[src/rtl/pc_unit.sv]
// Program counter for the IF stage: sequential, redirect, exception and ERET sources,
// with a one-entry buffer for redirects that arrive during a stall. Optional macro: PC_UNIT_FETCH_CNT_EN.
module pc_unit #(
    parameter int unsigned      WIDTH     = 32,
    parameter logic [WIDTH-1:0] RESET_VEC = WIDTH'(32'h0000_3000),
    parameter logic [WIDTH-1:0] TEXT_LO   = WIDTH'(32'h0000_3000),
    parameter logic [WIDTH-1:0] TEXT_HI   = WIDTH'(32'h0000_4ffc),
    parameter logic [WIDTH-1:0] EXC_VEC   = WIDTH'(32'h0000_4180),
    parameter logic [4:0]       ADEL_CODE = 5'd4
) (
    input  logic             clk,
    input  logic             reset,
    input  logic             stall,
    input  logic             redir_valid,
    input  logic [WIDTH-1:0] redir_target,
    input  logic             exc_req,
    input  logic             eret_req,
    input  logic [WIDTH-1:0] epc,
    output logic [WIDTH-1:0] pc,
    output logic [WIDTH-1:0] pc_plus4,
    output logic             redir_pending,
    output logic [4:0]       exc_code,
    output logic [31:0]      fetch_cnt
);

    typedef enum logic {IDLE = 1'b0, PEND = 1'b1} state_e;

    state_e           state_q, state_d;
    logic [WIDTH-1:0] pc_q, pc_d;
    logic [WIDTH-1:0] pend_target_q, pend_target_d;
    logic             trap;

    assign trap = exc_req | eret_req;

    // State register
    always_ff @(posedge clk or posedge reset) begin
        if (reset) state_q <= IDLE;
        else       state_q <= state_d;
    end

    // Next state: traps and any unstalled edge drain the buffer
    always_comb begin
        state_d = state_q;
        if (trap)             state_d = IDLE;
        else if (stall)       state_d = redir_valid ? PEND : state_q;
        else                  state_d = IDLE;
    end

    // Next pc and buffered target in priority order
    always_comb begin
        pc_d          = pc_q;
        pend_target_d = pend_target_q;
        if (exc_req) begin
            pc_d = EXC_VEC;
        end else if (eret_req) begin
            pc_d = epc;
        end else if (stall) begin
            if (redir_valid) pend_target_d = redir_target;
        end else if (redir_valid) begin
            pc_d = redir_target;
        end else if (state_q == PEND) begin
            pc_d = pend_target_q;
        end else begin
            pc_d = pc_plus4;
        end
    end

    always_ff @(posedge clk or posedge reset) begin
        if (reset) begin
            pc_q          <= RESET_VEC;
            pend_target_q <= '0;
        end else begin
            pc_q          <= pc_d;
            pend_target_q <= pend_target_d;
        end
    end

    assign pc            = pc_q;
    assign pc_plus4      = pc_q + WIDTH'(4);
    assign redir_pending = (state_q == PEND);
    assign exc_code      = ((pc_q[1:0] != 2'b00) || (pc_q < TEXT_LO) || (pc_q > TEXT_HI))
                           ? ADEL_CODE : 5'd0;

`ifdef PC_UNIT_FETCH_CNT_EN
    logic [31:0] fetch_cnt_q, fetch_cnt_d;
    logic        pc_we;

    // pc is written on every edge except a stall hold
    assign pc_we = trap | ~stall;

    always_comb begin
        fetch_cnt_d = fetch_cnt_q;
        if (pc_we) fetch_cnt_d = fetch_cnt_q + 32'd1;
    end

    always_ff @(posedge clk or posedge reset) begin
        if (reset) fetch_cnt_q <= '0;
        else       fetch_cnt_q <= fetch_cnt_d;
    end

    assign fetch_cnt = fetch_cnt_q;
`else
    assign fetch_cnt = 32'd0;
`endif

endmodule

[config.mk]
export PLATFORM = sky130hd
export DESIGN_NAME = pc_unit
export DESIGN_NICKNAME = d
export VERILOG_FILES = /design/src/rtl/pc_unit.sv
export SDC_FILE = /design/constraint.sdc
export NUM_CORES = 1
export LEC_CHECK = 0
export ABC_AREA = 1
export CORE_ASPECT_RATIO = 1.4
export CORE_UTILIZATION = 49
export CTS_BUF_LIST = sky130_fd_sc_hd__clkbuf_8 sky130_fd_sc_hd__clkbuf_16
export DETAILED_ROUTE_END_ITERATION = 10
export GPL_TIMING_DRIVEN = 0
export HOLD_SLACK_MARGIN = 0.05
export PLACE_DENSITY = 0.94
export SYNTH_ARGS = -nofsm -noshare
export SYNTH_HDL_FRONTEND = slang
export SYNTH_SLANG_ARGS = --single-unit
[constraint.sdc]
create_clock -name clk -period 3.4 [get_ports clk]
set_input_delay 0.34 -clock clk [delete_from_list [all_inputs] [get_ports clk]]
set_output_delay 0.34 -clock clk [all_outputs]
set_load 0.005 [all_outputs]
# Word level (Yosys, flattened, before mapping)
# Index checks and enable logic that the tools add are counted.
[word_totals] reg_bits=65 in_bits=70 wordCells=24
[classes] addsub=1 order_cmp=2 n_eq_ne=2 n_mux=9 n_bitwise=3 reduce_logical=4
[op_table] op="$mux W32" n=5
[op_table] op="$add A32 B3 Y32 const B" n=1
[op_table] op="$gt A32 B15 Y1 const B" n=1
[op_table] op="$lt A32 B14 Y1 const B" n=1
[op_table] op="$ne A3 B1 Y1 const B" n=2
[op_table] op="$reduce_and A4 Y1" n=1
[op_table] op="$mux W1" n=3
[op_table] op="$mux W3" n=1
[op_table] op="$logic_or A1 B1 Y1" n=2
[op_table] op="$not A1 Y1" n=2
[op_table] op="$reduce_bool A2 Y1" n=1
[op_table] op="$or A1 B1 Y1" n=1

# Longest topological paths before layout
[logic_depth] word_depth=6 mapped_depth=12 ltp_nobuf=12

# Least setup slack after synthesis
# No wires, ideal clock.
[synth_timing] path_kind="register to output" from="register pc_q[3] (netlist: pc[3])" to="output port pc_plus4[22]" t_arrival_ns=1.242 required_time_ns=3.060 slack_ns=1.818 stages_incl_launch_ff=8 n_path_buf=0 cell_sequence="dfrtp_1 -> ha_1 -> nand2_1 -> nor2_4 -> nand2_4 -> nor2_4 -> nand3b_1 -> nand2_2"
[synth_via] elab_chain_len=1
[synth_lines] item="start: declaration" line="29" rtl="logic [WIDTH-1:0] pc_q, pc_d;"
[synth_lines] item="start signal: assignment" line="73" rtl="pc_q <= pc_d;"
[synth_lines] item="$add A32 B3 Y32" line="79" rtl="assign pc_plus4 = pc_q + WIDTH'(4);"
[synth_lines] item="end: declaration" line="20" rtl="output logic [WIDTH-1:0] pc_plus4,"
# No other way between the ends.

# Worst setup path in the final report
[layout_timing] from="register pc_q[2] (netlist: pc[2])" to="output port pc_plus4[28]"
# Same word-level chain as after synthesis.

==> flow_summary.ini <==
[final_layout]
drive_gt1_frac = 0.144
final_nets = 900
diodes = 0
areaGrowthSynthToFinish_pct = 41.9
multi_input_area_sq_um = 2520
regArea_sq_um = 1630
fillers = 677

[routing]
drc = 20
wl_per_cell_microns = 15.5
drtIter0Drc = 551
finalWirelength_mm = 14.6
routed_via_density = 5.35
ant_nets = 0
firstDrtPassIters = 8
num_vias = 5023

[yosys]
ys.flop_type = dfrtp_1
synth.top_cells.by_count = nand2_1 (224), nor2_1 (82), dfrtp_1 (63)
synth_area_leaders = dfrtp_1 (34%), nand2_1 (18%), mux2_2 (6.9%)
synth.top_cell.area_share = 0.343
yosys.area.top_type = dfrtp_1
synthCells = 648
yosysMostFrequentCell = nand2_1
ys_seq_elements = 65
synth-edff-count = 0
synth_area_sq_um = 4600
synth_warnings = 0
ys_types = 35
synthArstFlopShare = 1.00
ys_seq_area_frac = 0.354
syn_area_per_cell_sq_um = 7.09

[sta]
relSlewSlack = 0.577
rsz0062_at_grt = false
final-hold-violation-count = 0
drv_slew = 0
fin_skew_ps = 8.03
fmax_mhz = 377
period_needed_ps = 2650
post-route-period-util = 0.780
tns_ps = 0
worst_pin_slew_ps = 635
setup_viol = 0

[run]
maxCapViolations = 0

[clocking]
cts_htree_levels = 3
insertion_delay_ps = 340
clockRootBuffer = clkbuf_16
cts_tree = done
clockBufferDepth = 2
cts.reportedPaths.clkPinSlew_ps = 60
cts_made_buffers = 9
clkSinkCount = 65
post_cts_buffers = 0
cts_hold_buf = 0
ctsResizeCount = 0

[floorplanning]
die_y_microns = 117
core_sq_um = 9080
io_pins = 172
die_x_microns = 83.9
die-area_sq_um = 9780
initial_core_util = 0.506
rows = 41

[grt]
grt_pass1_wl_mm = 23.3
grt.overflow.total = 0
grt_use_total = 0.309
grt_max_degree = 45
antenna_found_initial = 0
grt_pass1_vias = 4868

[critical_path]
worstSetupEndpointType = primary output
reg2reg_from = pc[13]
arrival_ps = 2310
start_kind = register
cp-startpoint = pc[2]
r2r_setup_slack_ps = 1600
rr_worst_depth = 9
reg2reg_to = pc[15]
path_class = register to primary output
crit_path_end = pc_plus4[28]
path_max_fanout = 5
worstPathRequired_ps = 3060

[pwr]
powerDensity_nw_per_um2 = 402
total_power_mw = 2.62
vdd_ir_drop_max_v = 0.000372
leakagePower_nw = 3.06

[placement]
place_congestion = 0.956
portBuffers = 134
dp_hpwl_mm = 11.0

[outcome]
status = finished with violations
violations = design-rule violations

[hold_path]
hp-class = primary input to async pin
## metal layers
layer	routed length [microns]	GRT usage	vias up
li1	-	-	2374
met1	5300	0.329	2285
met2	7340	0.550	293
met3	1150	0.0728	71
met4	805	0.207	0
met5	0	0	-
## how the worst min path moves through the flow
stage                            from           endpoint  slack [ps]  cells after the start
floorplan           pend_target_q[14]  pend_target_q[14]         450                      2
global placement     pend_target_q[3]   pend_target_q[3]         470                      2
detailed placement  pend_target_q[14]  pend_target_q[14]         480                      2
CTS                             reset             pc[30]         360                      2
global route                    reset             pc[30]         410                      2
finish                          reset             pc[30]         350                      2
## critical path: stages, from the launching register on
cell	delay [ps]
dfrtp_1	420
ha_1	230
nand2_1	100
nor2_4	180
nand2_4	100
nor2_2	140
nand3_1	90
nand2_1	160
clkdlybuf4s50_1	540
## area by class of cell
class	count	share of cell area
tap	107	0.0205
sequential	65	0.250
multi-input combinational	508	0.387
clock inverter	5	0.0113
timing repair buffer	135	0.209
buffer	58	0.0574
clock buffer	9	0.0345
inverter	52	0.0307
## kinds of logic (layout without fill, tap and decap cells)
logic type / after synthesis / after routing / synth area share
AOI/OAI and AO/OA: 75 / 75 / 0.102
other: 1 / 36 / 0.000816
DFF: 65 / 65 / 0.354
xor gates and xnor gates: 7 / 7 / 0.0133
buffers and inverters: 110 / 259 / 0.125
adders and majority gates: 1 / 1 / 0.00272
and+or+nand+nor: 361 / 361 / 0.334
muxes: 28 / 28 / 0.0686
## per-stage QoR
step                      instances   util  cell area (sq um)  setup slack (ps)  hold slack [ps]
after floorplan                 683      -               4730              1440              453
after global placement          924  0.683               6200               311              467
after detailed placement        925  0.685               6220              1140              477
after CTS                       939  0.718               6520               774              364
after global routing            939  0.718               6520               534              414
final                           939  0.718               6520               747              348
## report_power, final
| part | switching, mW | leakage (nW) | total [mW] | internal (mW) |
|---|---|---|---|---|
| Clock | 0.344 | 0.152 | 0.972 | 0.628 |
| Sequential | 0.102 | 0.800 | 0.995 | 0.893 |
| Combinational | 0.293 | 2.10 | 0.655 | 0.362 |
| Total | 0.739 | 3.06 | 2.62 | 1.88 |
## state kept, by name, summed over array words and instances (netlist names)
register       cells
redir_pending      1
pc                32
pend_target_q     32
## placed cells by master, fill, tap and decap left out, types with 4 or more instances in the layout
master	instances
buf_4	39
xnor2_1	5
a21oi_1	13
nor2_4	7
nand2_2	6
clkbuf_1	11
a221oi_1	13
o22ai_1	17
o21ai_0	23
nand2_1	224
nor2_2	6
buf_2	8
o21bai_1	4
inv_1	46
nor2_1	82
inv_2	4
nand3b_1	6
conb_1	36
clkdlybuf4s50_1	134
clkbuf_16	9
nand3_1	17
nand2_4	4
mux2_2	28
dfrtp_1	63
No activity file was read; power rests on OpenSTA's default activity.
